<file path="config.mk">
export PLATFORM = sky130hd
export DESIGN_NAME = svci_tag_issuer
export DESIGN_NICKNAME = d
export VERILOG_FILES = /design/src/rtl/svci_pkg.sv /design/src/rtl/svci_tag_alloc.sv /design/src/rtl/svci_tag_issuer.sv
export SDC_FILE = /design/constraint.sdc
export NUM_CORES = 1
export LEC_CHECK = 0
export CAP_MARGIN = 20
export CORE_AREA = 2 2 148 150
export CTS_BUF_LIST = sky130_fd_sc_hd__clkbuf_8
export CTS_CLUSTER_SIZE = 20
export DETAILED_ROUTE_END_ITERATION = 10
export DIE_AREA = 0 0 150 152
export GPL_TIMING_DRIVEN = 0
export PLACE_DENSITY = 0.84
export SLEW_MARGIN = 10
export SYNTH_ARGS = -nofsm -noshare
export SYNTH_HDL_FRONTEND = slang
export SYNTH_SLANG_ARGS = --single-unit
</file>
<file path="constraint.sdc">
create_clock -name clk -period 1.69 [get_ports clk]
set_input_delay 0.2535 -clock clk [delete_from_list [all_inputs] [get_ports clk]]
set_output_delay 0.2535 -clock clk [all_outputs]
set_load 0.02 [all_outputs]
</file>
<file path="src/rtl/svci_pkg.sv">
// Shared SVCI encodings: command opcodes, response kinds, error codes and the
// client-to-command opcode mapping.
package svci_pkg;

   localparam logic [2:0] OPC_RD    = 3'b000;
   localparam logic [2:0] OPC_WR_P  = 3'b010;
   localparam logic [2:0] OPC_WR_NP = 3'b011;

   localparam logic [1:0] RSP_RD    = 2'b00;
   localparam logic [1:0] RSP_WR_P  = 2'b10;
   localparam logic [1:0] RSP_WR_NP = 2'b11;

   typedef enum logic [1:0] {
      ERR_OK   = 2'b00,
      ERR_SLV  = 2'b01,
      ERR_DEC  = 2'b10,
      ERR_ALGN = 2'b11
   } svci_err_e;

   function automatic logic [2:0] cmd_opc(input logic write, input logic posted);
      if (!write) return OPC_RD;
      return posted ? OPC_WR_P : OPC_WR_NP;
   endfunction

endpackage

</file>
<file path="src/rtl/svci_tag_alloc.sv">
// Tag pool: outstanding bitmap, per-tag write flag, lowest-free allocator and
// response consistency check against the registered pool state.
module svci_tag_alloc #(
   parameter int TAG = 2
) (
   input  logic           clk,
   input  logic           rst_l,
   input  logic           set_i,
   input  logic           set_wr_i,
   input  logic           cmd_rel_i,
   input  logic [TAG-1:0] cmd_tag_i,
   input  logic           rsp_rel_i,
   input  logic [TAG-1:0] rsp_tag_i,
   input  logic           rsp_wr_i,
   output logic           any_free_o,
   output logic [TAG-1:0] alloc_tag_o,
   output logic           mismatch_o
);

   localparam int NT = 2**TAG;

   logic [NT-1:0]  out_q, out_d;
   logic [NT-1:0]  wr_q, wr_d;
   logic [TAG-1:0] alloc_tag;

   // Descending scan so the lowest free index is the last one written.
   always_comb begin
      alloc_tag = '0;
      for (int i = NT-1; i >= 0; i--) begin
         if (!out_q[i]) alloc_tag = TAG'(i);
      end
   end

   assign alloc_tag_o = alloc_tag;
   assign any_free_o  = ~&out_q;
   assign mismatch_o  = ~out_q[rsp_tag_i] | (wr_q[rsp_tag_i] != rsp_wr_i);

   always_comb begin
      out_d = out_q;
      wr_d  = wr_q;
      if (cmd_rel_i) out_d[cmd_tag_i] = 1'b0;
      if (rsp_rel_i) out_d[rsp_tag_i] = 1'b0;
      if (set_i) begin
         out_d[alloc_tag] = 1'b1;
         wr_d[alloc_tag]  = set_wr_i;
      end
   end

   always_ff @(posedge clk or negedge rst_l) begin
      if (!rst_l) begin
         out_q <= '0;
         wr_q  <= '0;
      end else begin
         out_q <= out_d;
         wr_q  <= wr_d;
      end
   end

endmodule

</file>
<file path="src/rtl/svci_tag_issuer.sv">
// SVCI command master: tags client requests from a free pool, issues them through a
// one-entry command register and returns matched responses through a registered stage.
module svci_tag_issuer
   import svci_pkg::*;
#(
   parameter int TAG     = 2,
   parameter int ID      = 1,
   parameter int PRTY    = 1,
   parameter int MID_VAL = 0
) (
   input  logic            clk,
   input  logic            rst_l,
   input  logic            req_valid,
   output logic            req_ready,
   input  logic            req_write,
   input  logic            req_posted,
   input  logic [31:0]     req_addr,
   input  logic [63:0]     req_wdata,
   input  logic [7:0]      req_wbe,
   input  logic [2:0]      req_length,
   output logic            svci_cmd_valid,
   input  logic            svci_cmd_ready,
   output logic [TAG-1:0]  svci_cmd_tag,
   output logic [ID-1:0]   svci_cmd_mid,
   output logic [31:0]     svci_cmd_addr,
   output logic [63:0]     svci_cmd_wdata,
   output logic [7:0]      svci_cmd_wbe,
   output logic [2:0]      svci_cmd_length,
   output logic [2:0]      svci_cmd_opc,
   output logic [PRTY-1:0] svci_cmd_prty,
   input  logic            svci_rsp_valid,
   output logic            svci_rsp_ready,
   input  logic [TAG-1:0]  svci_rsp_tag,
   input  logic [ID-1:0]   svci_rsp_mid,
   input  logic [63:0]     svci_rsp_rdata,
   input  logic [3:0]      svci_rsp_opc,
   input  logic [PRTY-1:0] svci_rsp_prty,
   output logic            rsp_valid,
   input  logic            rsp_ready,
   output logic [TAG-1:0]  rsp_tag,
   output logic [63:0]     rsp_rdata,
   output logic            rsp_write,
   output logic            rsp_posted,
   output logic [1:0]      rsp_err,
   output logic            err_unexp
);

   logic           any_free, mismatch;
   logic [TAG-1:0] alloc_tag;
   logic           req_fire, cmd_fire, srsp_fire, rsp_track;

   logic           cmd_vld_q, cmd_vld_d;
   logic [TAG-1:0] cmd_tag_q, cmd_tag_d;
   logic [31:0]    cmd_addr_q, cmd_addr_d;
   logic [63:0]    cmd_wdata_q, cmd_wdata_d;
   logic [7:0]     cmd_wbe_q, cmd_wbe_d;
   logic [2:0]     cmd_len_q, cmd_len_d;
   logic [2:0]     cmd_opc_q, cmd_opc_d;

   logic           rsp_vld_q, rsp_vld_d;
   logic [TAG-1:0] rsp_tag_q, rsp_tag_d;
   logic [63:0]    rsp_rdata_q, rsp_rdata_d;
   logic           rsp_write_q, rsp_write_d;
   logic           rsp_posted_q, rsp_posted_d;
   svci_err_e      rsp_err_q, rsp_err_d;
   logic           err_unexp_q, err_unexp_d;

   logic           unused_rsp;

   assign unused_rsp = ^{svci_rsp_mid, svci_rsp_prty};

   assign req_ready      = (~cmd_vld_q | svci_cmd_ready) & any_free;
   assign req_fire       = req_valid & req_ready;
   assign cmd_fire       = cmd_vld_q & svci_cmd_ready;
   assign svci_rsp_ready = ~rsp_vld_q | rsp_ready;
   assign srsp_fire      = svci_rsp_valid & svci_rsp_ready;
   // Posted-write error responses carry no live tag, so they bypass the pool.
   assign rsp_track      = srsp_fire & (svci_rsp_opc[3:2] != RSP_WR_P);

   svci_tag_alloc #(.TAG(TAG)) u_alloc (
      .clk         (clk),
      .rst_l       (rst_l),
      .set_i       (req_fire),
      .set_wr_i    (req_write),
      .cmd_rel_i   (cmd_fire & (cmd_opc_q == OPC_WR_P)),
      .cmd_tag_i   (cmd_tag_q),
      .rsp_rel_i   (rsp_track),
      .rsp_tag_i   (svci_rsp_tag),
      .rsp_wr_i    (svci_rsp_opc[3]),
      .any_free_o  (any_free),
      .alloc_tag_o (alloc_tag),
      .mismatch_o  (mismatch)
   );

   always_comb begin
      cmd_vld_d   = req_fire | (cmd_vld_q & ~svci_cmd_ready);
      cmd_tag_d   = cmd_tag_q;
      cmd_addr_d  = cmd_addr_q;
      cmd_wdata_d = cmd_wdata_q;
      cmd_wbe_d   = cmd_wbe_q;
      cmd_len_d   = cmd_len_q;
      cmd_opc_d   = cmd_opc_q;
      if (req_fire) begin
         cmd_tag_d   = alloc_tag;
         cmd_addr_d  = req_addr;
         cmd_wdata_d = req_wdata;
         cmd_wbe_d   = req_wbe;
         cmd_len_d   = req_length;
         cmd_opc_d   = cmd_opc(req_write, req_posted);
      end
   end

   always_comb begin
      rsp_vld_d    = srsp_fire | (rsp_vld_q & ~rsp_ready);
      rsp_tag_d    = rsp_tag_q;
      rsp_rdata_d  = rsp_rdata_q;
      rsp_write_d  = rsp_write_q;
      rsp_posted_d = rsp_posted_q;
      rsp_err_d    = rsp_err_q;
      err_unexp_d  = err_unexp_q | (rsp_track & mismatch);
      if (srsp_fire) begin
         rsp_tag_d    = svci_rsp_tag;
         rsp_rdata_d  = svci_rsp_rdata;
         rsp_write_d  = svci_rsp_opc[3];
         rsp_posted_d = svci_rsp_opc[3] & ~svci_rsp_opc[2];
         rsp_err_d    = svci_err_e'(svci_rsp_opc[1:0]);
      end
   end

   always_ff @(posedge clk or negedge rst_l) begin
      if (!rst_l) begin
         cmd_vld_q    <= 1'b0;
         cmd_tag_q    <= '0;
         cmd_addr_q   <= '0;
         cmd_wdata_q  <= '0;
         cmd_wbe_q    <= '0;
         cmd_len_q    <= '0;
         cmd_opc_q    <= '0;
         rsp_vld_q    <= 1'b0;
         rsp_tag_q    <= '0;
         rsp_rdata_q  <= '0;
         rsp_write_q  <= 1'b0;
         rsp_posted_q <= 1'b0;
         rsp_err_q    <= ERR_OK;
         err_unexp_q  <= 1'b0;
      end else begin
         cmd_vld_q    <= cmd_vld_d;
         cmd_tag_q    <= cmd_tag_d;
         cmd_addr_q   <= cmd_addr_d;
         cmd_wdata_q  <= cmd_wdata_d;
         cmd_wbe_q    <= cmd_wbe_d;
         cmd_len_q    <= cmd_len_d;
         cmd_opc_q    <= cmd_opc_d;
         rsp_vld_q    <= rsp_vld_d;
         rsp_tag_q    <= rsp_tag_d;
         rsp_rdata_q  <= rsp_rdata_d;
         rsp_write_q  <= rsp_write_d;
         rsp_posted_q <= rsp_posted_d;
         rsp_err_q    <= rsp_err_d;
         err_unexp_q  <= err_unexp_d;
      end
   end

   assign svci_cmd_valid  = cmd_vld_q;
   assign svci_cmd_tag    = cmd_tag_q;
   assign svci_cmd_mid    = ID'(MID_VAL);
   assign svci_cmd_addr   = cmd_addr_q;
   assign svci_cmd_wdata  = cmd_wdata_q;
   assign svci_cmd_wbe    = cmd_wbe_q;
   assign svci_cmd_length = cmd_len_q;
   assign svci_cmd_opc    = cmd_opc_q;
   assign svci_cmd_prty   = {PRTY{^cmd_addr_q}};

   assign rsp_valid  = rsp_vld_q;
   assign rsp_tag    = rsp_tag_q;
   assign rsp_rdata  = rsp_rdata_q;
   assign rsp_write  = rsp_write_q;
   assign rsp_posted = rsp_posted_q;
   assign rsp_err    = rsp_err_q;
   assign err_unexp  = err_unexp_q;

endmodule
</file>
; ---- Word level (Yosys, flattened, before mapping)
; Cells that the tools add are included.
[totals]
register_bits = 193
in_bits = 187
output_inout_bits = 189
word_cells = 81
[op_classes]
n_lt_le_gt_ge = 6
n_eq_ne = 3
mux = 23
bitwise_logic = 27
n_reduce_logical = 6
[op_table]
columns = op, n
row1 = $reduce_xor 32->1, 1
row2 = $mux 4, 3
row3 = $and 1x1->1, 10
row4 = $lt 2x3->1 const B, 3
row5 = $and 4x4->4, 2
row6 = $mux 1, 8
row7 = $mux 2, 4
row8 = $not 4->4, 2
row9 = $demux 1 s2, 3
row10 = $ge 2x1->1 const B, 3
row11 = $mux 3, 2
row12 = $not 1->1, 6
row13 = $or 1x1->1, 6
row14 = $bmux 1 s2, 2
row15 = $bwmux 4, 1
row16 = $or 4x4->4, 1
row17 = $reduce_and 4->1, 1
row18 = $eq 3x2->1 const B, 1
row19 = $logic_and 1x1->1, 3
row20 = $ne 2x2->1 const B, 1
row21 = $logic_not 1->1, 1
row22 = $ne 1x1->1, 1

; ---- Logic depth before layout (Yosys ltp)
[depth]
depth_word = 11
ltp_mapped = 7
mapped_depth_nobuf = 5

; ---- By module
; A second synthesis with hierarchy kept.
[hier_totals]
cells_unflattened = 713
hier_area_um2 = 7698.6
[modules_own_cells]
columns = module, n_inst, cells_each, area_per_inst_um2, seq_area_each_um2
row1 = svci_tag_issuer, 1, 665, 7219.4, 4604.4
row2 = svci_tag_alloc, 1, 48, 479.2, 200.2

; ---- Worst setup path after synthesis
; Ideal clock, no wire load.
[synth_path]
path_type = register -> output
start = register cmd_addr_q[31] (netlist: svci_cmd_addr[31])
end = output port svci_cmd_prty
arrival_ps = 1473
required_ps = 1436
setup_slack_ps = -37
path_stages_with_launch = 6
n_path_buf = 0
path_cell_list = dfrtp_1 -> xor2_1 -> xnor2_1 -> xnor2_1 -> xnor2_1 -> xnor2_1
[synth_between]
elab_chain_cells = 1
[synth_rtl]
columns = element, line_no
row1 = from (decl), svci_tag_issuer.sv:54  ; logic [31:0] cmd_addr_q, cmd_addr_d;
row2 = from (signal assigned), svci_tag_issuer.sv:149  ; cmd_addr_q <= cmd_addr_d;
row3 = $reduce_xor 32->1, svci_tag_issuer.sv:172  ; assign svci_cmd_prty = {PRTY{^cmd_addr_q}};
row4 = to (decl), svci_tag_issuer.sv:30  ; output logic [PRTY-1:0] svci_cmd_prty,
; No other way between the ends.

; ---- Final worst setup path
[layout_path]
start = register cmd_addr_q[1] (netlist: svci_cmd_addr[1])
end = output port svci_cmd_prty
; Same word-level chain as after synthesis.

==> summary.md <==
| Metric | Value |
|---|---|
| Clock Latency Late Sink | 0.45 ns |
| Fin util | 0.572 |
| Main synth FF type | dfrtp_1 |
| Pwr dens | 1380 nW/um^2 |
| Drt wl/cell | 17.5 um |
| CP bufs+invs | 1 |
| Post-synth ARST share | 1.00 |
| H-Tree Depth | 4 |
| Fmax | 0.457 GHz |
| Reg2reg setup slack | 0.05 ns |
| Die Width | 150 um |
| Type of the worst min-delay path | in2reg |
| Vias in the first global route | 6017 |
| Unique cell type count in the Yosys netlist | 30 |
| Layout cell share with drive strength beyond 1 | 0.298 |
| Gr usage total | 0.181 |
| Stages on worst setup path | 6 |
| Initial DRC count | 177 |
| Clk slew on worst S/H paths | 0.10 ns |
| Die area | 22800 sq um |
| Area occupied by registers | 4800 sq um |
| Final Max Slew Viols | 0 |
| # DRC | 0 |
| Cell Area, Synth | 7750 sq um |
| Static leakage | 5.52 nW |
| Initial Util | 0.363 |
| Commonest non-fill, non-tap cell in the layout | dfrtp_1 |
| Post-route ant nets | 0 |
| Final setup vio count | 1 |
| Cell row count | 54 |
| Sequential fraction of the synthesis area | 0.620 |
| Area of the multi-input gates | 2820 sq um |
| PortBufs | 371 |
| Routed wire length | 20400 um |
| Failing checks | setup timing |
| IO Pins | 376 |
| Seq cells post-synth | 192 |
| Diodes inserted | 0 |
| Reg2reg end | u_alloc.wr_q[3] |
| DP HPWL | 15400 um |
| TritonCTS clock tree | done |
| Worst vdd ir | 1.68 mV |
| Max Root-Sink Buffers | 2 |
| Overall power | 0.0169 W |
| Global-route wire length before repair | 32200 um |
| Via count | 5445 |
| Worst setup path class | reg2out |
| Area grow syn2layout | 57.6% |
| Final Cycle Share | 1.29 |
| Initial antenna violation count | 0 |
| Nets | 1064 |
| Post-Syn Instances | 475 |
| Synth warn | 0 |
| Critical path's top delay family | XOR/XNOR gates |
| Reg2Reg Launch Point | svci_cmd_valid |
| Largest stage delay, worst path | 0.43 ns |
| Arr. time, crit path | 1.93 ns |
| Max-Cap Viols | 0 |
| Core ar. | 21400 sq um |
| Final hold violation count | 0 |
| Post-synth EDFFs | 0 |
| Clock sinks | 192 |
| Syn avg cell area | 16.3 sq um |
| Worst-path fanout max | 2 |
| Outcome | complete, but fails checks |
| Vert. Die Dim | 152 um |
| Drt first pass iters | 4 |
| Root buffer cell | clkbuf_8 |
| Worst path cell trace | xnor2_2, xnor2_2, xnor2_1, xnor2_1, xnor2_2, buf_4 |
| Tmin final | 2.19 ns |
| Critical Path End Type | output pin |
| RSZ-0062 raised after global routing | true |
| Relative slew slack | 0.529 |
| Num CTS Buffers | 17 |
| Largest net degree at the start of global routing | 102 |
| Grt total ovfl | 0 |
| Least-Margin Pin Slew | 0.706 ns |
| Data required, critical path | 1.44 ns |
| Slowest-stage cell, CP | dfrtp_1 |
| R2r worst-path depth | 6 |
| Final worst slack | -0.496 ns |
| Startpoint types | register |
| Layout Skew | 0.0150 ns |
| Commonest non-fill, non-tap cells in the layout | dfrtp_1, clkdlybuf4s50_1, dlygate4sd2_1 |
| Routability Congestion | 0.789 |
| # fillers | 1742 |
| Vias per inst | 4.66 |
| CP dominant cell by count | xnor2_2 |
| Crit path capture | svci_cmd_prty |
| Crit path from | svci_cmd_addr[1] |
[cells by family after synthesis]
family / Yosys count / share of synthesized area
other: 1 / 0.000484
xor gates and xnor gates: 31 / 0.0350
buffers and inverters: 24 / 0.0250
muxes: 184 / 0.282
AOI/OAI and AO/OA: 14 / 0.0121
DFF: 192 / 0.620
and+or+nand+nor: 29 / 0.0247
[worst reg2reg max path, delay by kind of cell, from the launching register on]
family	cells	cell delay [ns]
AOI/OAI and AO/OA	1	0.17
DFF	1	0.43
and+or+nand+nor	3	0.43
buffers and inverters	1	0.19
muxes	1	0.32
[how the worst min path moves through the flow]
stage	slack [ns]	to	from	cells past startpoint
2_1_floorplan	-0.04	err_unexp	rst_l	0
3_3_place_gp	0.45	err_unexp	err_unexp	1
3_5_place_dp	0.32	svci_cmd_wdata[38]	rst_l	1
4_1_cts	0.37	rsp_rdata[20]	svci_rsp_rdata[20]	2
5_1_grt	0.31	rsp_tag[0]	svci_rsp_tag[0]	2
6_report	0.31	rsp_tag[0]	svci_rsp_tag[0]	2
[routing by layer]
metal,routed length (um),share of wire,track usage
met1,8020,0.39,0.212
met2,10300,0.51,0.311
met3,1530,0.075,0.0613
met4,544,0.027,0.0597
met5,0,0,0
[power by group]
part           total, W  internal [W]  leakage (nW)  switching, W
registers       0.00637       0.00569          2.24      0.000678
clock network   0.00302       0.00126         0.190       0.00177
logic           0.00751       0.00383          3.08       0.00368
total            0.0169        0.0108          5.52       0.00612
[through the flow]
stage / instance area [sq um] / TNS, ns / hold slack (ns) / setup slack [ns] / std cells
2_1_floorplan: 7760 / 0 / -0.0421 / 0.0299 / 476
3_3_place_gp: 11800 / -1526.86 / 0.451 / -7.74 / 1127
3_5_place_dp: 11900 / -49.19 / 0.315 / -0.528 / 1128
4_1_cts: 12100 / -0.563 / 0.368 / -0.563 / 1165
5_1_grt: 12200 / -0.781 / 0.306 / -0.608 / 1169
6_report: 12200 / -0.496 / 0.305 / -0.496 / 1169
[synth_stat cells (3+ instances only)]
library cell,n,area [sq um]
dfrtp_1,192,4800
mux2_2,157,1770
xnor2_1,28,245
mux2_4,25,375
nand2_1,11,41.3
buf_4,10,75.1
buf_2,8,40.0
o21ai_0,7,35.0
nand2b_1,5,31.3
buf_12,3,60.1
xor2_1,3,26.3
[repair_timing]
action | CTS | global route
pin swaps | 4 | 8
buffers inserted | 5 | 4
endpoints found under the hold margin | 91 | 0
resized for setup | 182 | 25
setup endpoints to repair | 190 | 88
hold buffers | 1 | 0
[layout make-up]
| type | count | share of cell area |
|---|---|---|
| buffer | 22 | 0.0157 |
| clock buffer | 18 | 0.0203 |
| clock inverter | 13 | 0.0120 |
| inverter | 2 | 0.000615 |
| multi-input combinational | 260 | 0.231 |
| sequential | 192 | 0.393 |
| tap | 280 | 0.0287 |
| timing repair buffer | 382 | 0.298 |
[flip-flops by register name, summed over array words and instances (netlist names)]
register / flops
svci_cmd_wbe: 8
rsp_tag: 2
svci_cmd_length: 3
rsp_valid: 1
rsp_rdata: 64
err_unexp: 1
svci_cmd_addr: 32
svci_cmd_tag: 2
svci_cmd_opc: 2
svci_cmd_valid: 1
rsp_err: 2
rsp_write: 1
rsp_posted: 1
svci_cmd_wdata: 64
u_alloc.out_q: 4
u_alloc.wr_q: 4
Power figures use the tool's default switching activity.
